<file path="src/rtl/tlp_probe_pkg.sv">
// Shared constants for the TLP probe capture stage: FSM encodings,
// counter widths, probe word field positions and saturating helpers.
package tlp_probe_pkg;

    localparam int BEAT_W     = 8;
    localparam int PKT_W      = 16;
    localparam int ERRC_W     = 4;
    localparam int STATE_W    = 2;
    localparam int HDR_W      = 64;
    localparam int HDR_KEEP_W = 60;

    // Framing FSM encodings; 2'd3 is never entered.
    localparam logic [STATE_W-1:0] ST_IDLE   = 2'd0;
    localparam logic [STATE_W-1:0] ST_IN_PKT = 2'd1;
    localparam logic [STATE_W-1:0] ST_ERR    = 2'd2;

    // Probe word field positions.
    localparam int DATA_LSB   = 0;
    localparam int DATA_MSB   = 127;
    localparam int TS_LSB     = 128;
    localparam int TS_MSB     = 159;
    localparam int PKT_LSB    = 160;
    localparam int PKT_MSB    = 175;
    localparam int BEAT_LSB   = 176;
    localparam int BEAT_MSB   = 183;
    localparam int SOP_BIT    = 184;
    localparam int EOP_BIT    = 185;
    localparam int VALID_BIT  = 186;
    localparam int READY_BIT  = 187;
    localparam int XFER_BIT   = 188;
    localparam int STATE_LSB  = 189;
    localparam int STATE_MSB  = 190;
    localparam int STICKY_BIT = 191;
    localparam int ERRC_LSB   = 192;
    localparam int ERRC_MSB   = 195;
    localparam int HDR_LSB    = 196;
    localparam int HDR_MSB    = 255;

    function automatic logic [BEAT_W-1:0] sat_inc8(input logic [BEAT_W-1:0] v);
        return (v == 8'hFF) ? v : v + 8'd1;
    endfunction

    function automatic logic [ERRC_W-1:0] sat_inc4(input logic [ERRC_W-1:0] v);
        return (v == 4'hF) ? v : v + 4'd1;
    endfunction

endpackage

</file>
<file path="src/rtl/tlp_frame_fsm.sv">
// Packet framing tracker for the snooped RX stream: state, beat index
// and a registered one-cycle pulse per framing error. Next-state values
// are exported so the probe word can show post-edge values.
module tlp_frame_fsm
    import tlp_probe_pkg::*;
(
    input  logic               i_clk,
    input  logic               i_rst_n,
    input  logic               i_xfer,
    input  logic               i_sop,
    input  logic               i_eop,
    output logic [STATE_W-1:0] o_state_nxt,
    output logic [BEAT_W-1:0]  o_beat_nxt,
    output logic               o_err_evt,
    output logic               o_legal_eop,
    output logic               o_err_pulse
);

    logic [STATE_W-1:0] r_state;
    logic [BEAT_W-1:0]  r_beat;
    logic               r_err_pulse;
    logic [STATE_W-1:0] w_state_nxt;
    logic [BEAT_W-1:0]  w_beat_nxt;
    logic               w_err_evt;
    logic               w_legal_eop;

    // Next-state decode; an error is any entry into ERR, including a self-loop.
    always_comb begin
        w_state_nxt = r_state;
        w_err_evt   = 1'b0;
        w_legal_eop = 1'b0;
        case (r_state)
            ST_IDLE: begin
                if (i_xfer && i_sop) begin
                    if (i_eop) begin
                        w_state_nxt = ST_IDLE;
                        w_legal_eop = 1'b1;
                    end else begin
                        w_state_nxt = ST_IN_PKT;
                    end
                end else if (i_xfer) begin
                    w_state_nxt = ST_ERR;
                    w_err_evt   = 1'b1;
                end else begin
                    w_state_nxt = ST_IDLE;
                end
            end
            ST_IN_PKT: begin
                if (i_xfer && i_sop) begin
                    w_state_nxt = ST_ERR;
                    w_err_evt   = 1'b1;
                end else if (i_xfer && i_eop) begin
                    w_state_nxt = ST_IDLE;
                    w_legal_eop = 1'b1;
                end else begin
                    w_state_nxt = ST_IN_PKT;
                end
            end
            ST_ERR: begin
                if (i_xfer && i_sop) begin
                    w_state_nxt = i_eop ? ST_IDLE : ST_IN_PKT;
                end else if (i_xfer) begin
                    w_state_nxt = ST_ERR;
                    w_err_evt   = 1'b1;
                end else begin
                    w_state_nxt = ST_ERR;
                end
            end
            default: begin
                w_state_nxt = ST_IDLE;
            end
        endcase
    end

    // Beat index: restarts on any SOP transfer, counts later in-packet beats.
    always_comb begin
        if (i_xfer && i_sop) begin
            w_beat_nxt = 8'd0;
        end else if (i_xfer && (r_state == ST_IN_PKT)) begin
            w_beat_nxt = sat_inc8(r_beat);
        end else begin
            w_beat_nxt = r_beat;
        end
    end

    // State, beat index and error pulse registers.
    always_ff @(posedge i_clk or negedge i_rst_n) begin
        if (!i_rst_n) begin
            r_state     <= ST_IDLE;
            r_beat      <= 8'd0;
            r_err_pulse <= 1'b0;
        end else begin
            r_state     <= w_state_nxt;
            r_beat      <= w_beat_nxt;
            r_err_pulse <= w_err_evt;
        end
    end

    assign o_state_nxt = w_state_nxt;
    assign o_beat_nxt  = w_beat_nxt;
    assign o_err_evt   = w_err_evt;
    assign o_legal_eop = w_legal_eop;
    assign o_err_pulse = r_err_pulse;

endmodule

</file>
<file path="src/rtl/tlp_probe_capture.sv">
// Passive snoop of the 128-bit RX TLP stream. Builds the 256-bit probe
// word (data, timestamp, counters, framing status, header) that feeds the
// capture instance. Counter/state fields carry post-edge values; the
// timestamp is the value of the cycle in which the data was sampled.
module tlp_probe_capture
    import tlp_probe_pkg::*;
#(
    parameter int DATA_W  = 128,
    parameter int TS_W    = 32,
    parameter int PROBE_W = 256
)
(
    input  logic               i_clk,
    input  logic               i_rst_n,
    input  logic [DATA_W-1:0]  i_rx_st_data,
    input  logic               i_rx_st_sop,
    input  logic               i_rx_st_eop,
    input  logic               i_rx_st_valid,
    input  logic               i_rx_st_ready,
    input  logic               i_freeze,
    input  logic               i_clr_stats,
    output logic [PROBE_W-1:0] o_probe_data,
    output logic               o_err_pulse
);

    logic               w_xfer;
    logic [STATE_W-1:0] w_state_nxt;
    logic [BEAT_W-1:0]  w_beat_nxt;
    logic               w_err_evt;
    logic               w_legal_eop;
    logic [PKT_W-1:0]   r_pkt_cnt;
    logic [PKT_W-1:0]   w_pkt_cnt_nxt;
    logic [ERRC_W-1:0]  r_err_cnt;
    logic [ERRC_W-1:0]  w_err_cnt_nxt;
    logic               r_sticky;
    logic               w_sticky_nxt;
    logic [HDR_W-1:0]   r_hdr;
    logic [HDR_W-1:0]   w_hdr_nxt;
    logic [TS_W-1:0]    r_ts;
    logic [PROBE_W-1:0] r_probe;
    logic [PROBE_W-1:0] w_probe_nxt;
    logic               w_unused_hdr;

    assign w_xfer = i_rx_st_valid & i_rx_st_ready;

    tlp_frame_fsm u_fsm (
        .i_clk       (i_clk),
        .i_rst_n     (i_rst_n),
        .i_xfer      (w_xfer),
        .i_sop       (i_rx_st_sop),
        .i_eop       (i_rx_st_eop),
        .o_state_nxt (w_state_nxt),
        .o_beat_nxt  (w_beat_nxt),
        .o_err_evt   (w_err_evt),
        .o_legal_eop (w_legal_eop),
        .o_err_pulse (o_err_pulse)
    );

    // Statistics next values; a clear overrides a same-cycle increment.
    always_comb begin
        if (i_clr_stats) begin
            w_pkt_cnt_nxt = 16'd0;
            w_err_cnt_nxt = 4'd0;
            w_sticky_nxt  = 1'b0;
        end else begin
            w_pkt_cnt_nxt = w_legal_eop ? (r_pkt_cnt + 16'd1) : r_pkt_cnt;
            w_err_cnt_nxt = w_err_evt ? sat_inc4(r_err_cnt) : r_err_cnt;
            w_sticky_nxt  = w_err_evt ? 1'b1 : r_sticky;
        end
    end

    // Header DW0/DW1 is captured on every accepted SOP beat.
    always_comb begin
        if (w_xfer && i_rx_st_sop) begin
            w_hdr_nxt = i_rx_st_data[HDR_W-1:0];
        end else begin
            w_hdr_nxt = r_hdr;
        end
    end

    // Only the low 60 header bits fit in the probe word.
    assign w_unused_hdr = ^w_hdr_nxt[HDR_W-1:HDR_KEEP_W];

    // Counters, header latch and free-running timestamp.
    always_ff @(posedge i_clk or negedge i_rst_n) begin
        if (!i_rst_n) begin
            r_pkt_cnt <= 16'd0;
            r_err_cnt <= 4'd0;
            r_sticky  <= 1'b0;
            r_hdr     <= 64'd0;
            r_ts      <= {TS_W{1'b0}};
        end else begin
            r_pkt_cnt <= w_pkt_cnt_nxt;
            r_err_cnt <= w_err_cnt_nxt;
            r_sticky  <= w_sticky_nxt;
            r_hdr     <= w_hdr_nxt;
            r_ts      <= r_ts + {{(TS_W-1){1'b0}}, 1'b1};
        end
    end

    // Probe word assembly from the current beat and post-update status.
    always_comb begin
        w_probe_nxt                      = {PROBE_W{1'b0}};
        w_probe_nxt[DATA_MSB:DATA_LSB]   = i_rx_st_data;
        w_probe_nxt[TS_MSB:TS_LSB]       = r_ts;
        w_probe_nxt[PKT_MSB:PKT_LSB]     = w_pkt_cnt_nxt;
        w_probe_nxt[BEAT_MSB:BEAT_LSB]   = w_beat_nxt;
        w_probe_nxt[SOP_BIT]             = i_rx_st_sop;
        w_probe_nxt[EOP_BIT]             = i_rx_st_eop;
        w_probe_nxt[VALID_BIT]           = i_rx_st_valid;
        w_probe_nxt[READY_BIT]           = i_rx_st_ready;
        w_probe_nxt[XFER_BIT]            = w_xfer;
        w_probe_nxt[STATE_MSB:STATE_LSB] = w_state_nxt;
        w_probe_nxt[STICKY_BIT]          = w_sticky_nxt;
        w_probe_nxt[ERRC_MSB:ERRC_LSB]   = w_err_cnt_nxt;
        w_probe_nxt[HDR_MSB:HDR_LSB]     = w_hdr_nxt[HDR_KEEP_W-1:0];
    end

    // Probe register; freeze holds the last captured word.
    always_ff @(posedge i_clk or negedge i_rst_n) begin
        if (!i_rst_n) begin
            r_probe <= {PROBE_W{1'b0}};
        end else if (!i_freeze) begin
            r_probe <= w_probe_nxt;
        end else begin
            r_probe <= r_probe;
        end
    end

    assign o_probe_data = r_probe;

endmodule

</file>
<file path="config.mk">
export PLATFORM = sky130hd
export DESIGN_NAME = tlp_probe_capture
export DESIGN_NICKNAME = d
export VERILOG_FILES = /design/src/rtl/tlp_probe_pkg.sv /design/src/rtl/tlp_frame_fsm.sv /design/src/rtl/tlp_probe_capture.sv
export SDC_FILE = /design/constraint.sdc
export NUM_CORES = 1
export LEC_CHECK = 0
export CORE_AREA = 5 5 155 232
export DETAILED_ROUTE_END_ITERATION = 8
export DIE_AREA = 0 0 160 237
export GPL_TIMING_DRIVEN = 1
export PLACE_DENSITY = 0.71
export SETUP_SLACK_MARGIN = 0.4
export SYNTH_ARGS = -nofsm -noshare
export SYNTH_HDL_FRONTEND = slang
export SYNTH_SLANG_ARGS = --single-unit
</file>
<file path="constraint.sdc">
create_clock -name i_clk -period 3.26 [get_ports i_clk]
set_clock_uncertainty 0.15 [all_clocks]
set_input_delay 0.652 -clock i_clk [delete_from_list [all_inputs] [get_ports i_clk]]
set_output_delay 0.652 -clock i_clk [all_outputs]
set_load 0.05 [all_outputs]
</file>
==> results.toml <==
[setup_path]
worstPathRequired_ns = 2.46
cp_max_fo = 2
crit_slowest_cell = "clkdlybuf4s50_1"
crit_chain = "clkdlybuf4s50_1"
crit_family = "buffers and inverters"
crit_path_end_kind = "primary output"
worstSetupPathType = "flop to primary output"
cp.buffers_inverters = 1
cp_slowest_stage_delay_ns = 0.86
critPathLaunchType = "flop"
arrival_ns = 1.78

[detailed_routing]
final_antenna_net_count = 0
via_count = 9301
drt_iter0_markers = 313
route.detailed.drc = 0
detail_route.vias_per_cell = 5.04
routedWlPerCell_um = 19.4
drt_wl_total_um = 35800
drt_pre_antenna_iters = 4

[sta]
rsz0062_at_grt = "no"
hold_violations = 4
final-setup-viol-count = 0
setup_tns_ns = 0
slew_headroom_pct = 52.3
period_share_pct = 79.3
layout_setup_ws_ns = 0.675
tightest_slew_ns = 0.715
fin_crit_ns = 2.58
hold_slack_ns = -0.0139
fmax_mhz = 387
final-max-slew-violation-count = 0

[run_status]
violations = "negative hold slack"
status = "finished with violations"

[logic_synthesis]
syn_nets = 1123
synth_seq_cells = 380
syn-instance-count = 983
syn_avg_cell_area_um2 = 14.9
synthArstFlopShare_pct = 100
seq_area_frac_synth_pct = 65.1
yosysWarnings = 0
syn-cell-area_um2 = 14600
synth_edf_count = 0
synthDistinctLibCells = 44
ys.flop_type = "dfrtp_1"

[final_layout]
fillCellCount = 2708
seqCellArea_um2 = 9510
drive_gt1_share_pct = 27.0
fin_area_um2 = 20400
final_cells = 1846
final_util_pct = 60.4
final_nets = 1533
syn2layout_area_growth_pct = 39.4
multi_input_area_um2 = 4870

[floorplanning]
io_pins = 393
core_um2 = 33800
fp-row-count = 83
initial_core_util_pct = 43.3
die-area_um2 = 37900
die_w_um = 160
die_h_um = 237

[global_routing]
grt_start_max_net_pins = 90
grt_pass1_vias = 10109
grt_pass1_wl_um = 56800
gr-usage-all-layers_pct = 18.7
grt_antenna_before_repair = 2
overflow = 0

[placement]
pre_cts_slack_ns = 0.454
dpl.cell_count = 1778
placed_area_um2 = 19100
portBuffers = 392
place_congestion = 0.788
hpwlAfterDp_um = 26300

[cts]
hold_buffers = 0
cts_buffer_depth = 3
cts_tree = "built"
clk_latency_ns = 0.52
cts_buffers = 38
cts_sinks = 380
postCtsSetupBuffers = 0
htreeDepth = 2
cts_resized = 0
cts-root-buf = "clkbuf_16"
cts.clk_slew.worst_paths_ns = 0.06

[worst_hold_path]
min_path_type = "input port to asynchronous set/reset pin"

[power]
total_power_mw = 13.0
p_per_area_nw_per_um2 = 638
leakage_nw = 8.65
peakVddDrop_mv = 0.586

[run]
max-cap-violations = 0
cell usage after synthesis, types with 3 or more instances:
library cell  count  area [µm²]
dfrtp_1         380        9510
mux2_2          281        3160
nand2_1          46         173
nor2_1           40         150
xnor2_1          37         324
nand3_1          28         140
buf_2            21         105
clkbuf_1         17        63.8
nand4_1          15        93.8
o21ai_0          15        75.1
xor2_1           15         131
o21ai_1          10        50.1
and3_1            8        50.1
o31ai_1           8        60.1
inv_1             7        26.3
nor3_1            7        35.0
and4_1            6        52.6
ha_1              4        50.1
and4b_1           3        30.0
buf_1             3        11.3
buf_6             3        33.8
mux2i_1           3        30.0
registers in the layout, summed over array words and instances (netlist names):
signal / count
r_hdr: 60
u_fsm.r_state: 2
r_pkt_cnt: 16
r_sticky: 1
u_fsm.o_err_pulse: 1
o_probe_data: 256
r_err_cnt: 4
r_ts: 32
u_fsm.r_beat: 8
worst register-to-register path, cell delays in order (launching register included):
cell and delay, ns:
dfrtp_1 0.43, and3_1 0.29, nand3_2 0.17, nor3_2 0.48, nand4_1 0.18, xnor2_1 0.16
cells in the final DEF (no fill, tap or decap), types with 28 or more instances in the layout:
cell	n
xnor2_1	37
nand3_1	28
mux2_2	281
dfrtp_1	380
clkdlybuf4s50_1	390
nor2_1	40
clkbuf_16	39
nand2_1	46
path summary, 6_finish.rpt:
kind	startpoint	to	slack, ns	depth (start not counted)
setup reg to reg	r_ts[2]$_DFF_PN0_	r_ts[25]$_DFF_PN0_	1.28	5
max in group asynchronous	i_rst_n	r_hdr[36]$_DFF_PN0_	2.16	2
min in group i_clk	r_ts[0]$_DFF_PN0_	r_ts[0]$_DFF_PN0_	0.32	1
setup / recovery	o_probe_data[57]$_DFFE_PN0N_	o_probe_data[57]	0.68	1
hold / removal	i_rst_n	r_hdr[7]$_DFF_PN0_	-0.01	1
hold reg to reg	r_ts[0]$_DFF_PN0_	r_ts[0]$_DFF_PN0_	0.32	1
final cells by class:
class | instances | share of cell area, %
flip-flops and latches | 380 | 46.7
multi-input cells | 552 | 23.9
repair buffers | 414 | 20.6
clock buffers | 49 | 5.22
well taps | 425 | 2.61
clock inverters | 17 | 0.853
inverters | 7 | 0.129
diodes | 2 | 0.0246
per-layer routing:
| layer | routed length, µm | vias up | global-route usage (%) |
|---|---|---|---|
| met5 | 0 | - | 0 |
| met4 | 1250 | 0 | 7.23 |
| met3 | 2300 | 61 | 5.42 |
| met2 | 18800 | 265 | 32.9 |
| met1 | 13500 | 4719 | 21.4 |
| li1 | - | 4256 | - |
power by group:
part	switching [mW]	internal, mW	total (mW)
Combinational	1.98	1.21	3.19
Sequential	0.241	5.24	5.48
Clock	1.79	2.55	4.33
cells by family (layout without fill, tap and decap cells):
kind of cell | Yosys count | in the layout | synth area share, %
xor gates and xnor gates | 53 | 53 | 3.23
muxes | 286 | 286 | 22.1
other | 0 | 2 | 0
and+or+nand+nor | 168 | 168 | 5.86
DFF | 380 | 380 | 65.1
AOI/OAI and AO/OA | 41 | 41 | 1.79
adders and majority gates | 4 | 4 | 0.343
buffers and inverters | 51 | 487 | 1.64
No activity file was read; power rests on OpenSTA's default activity.
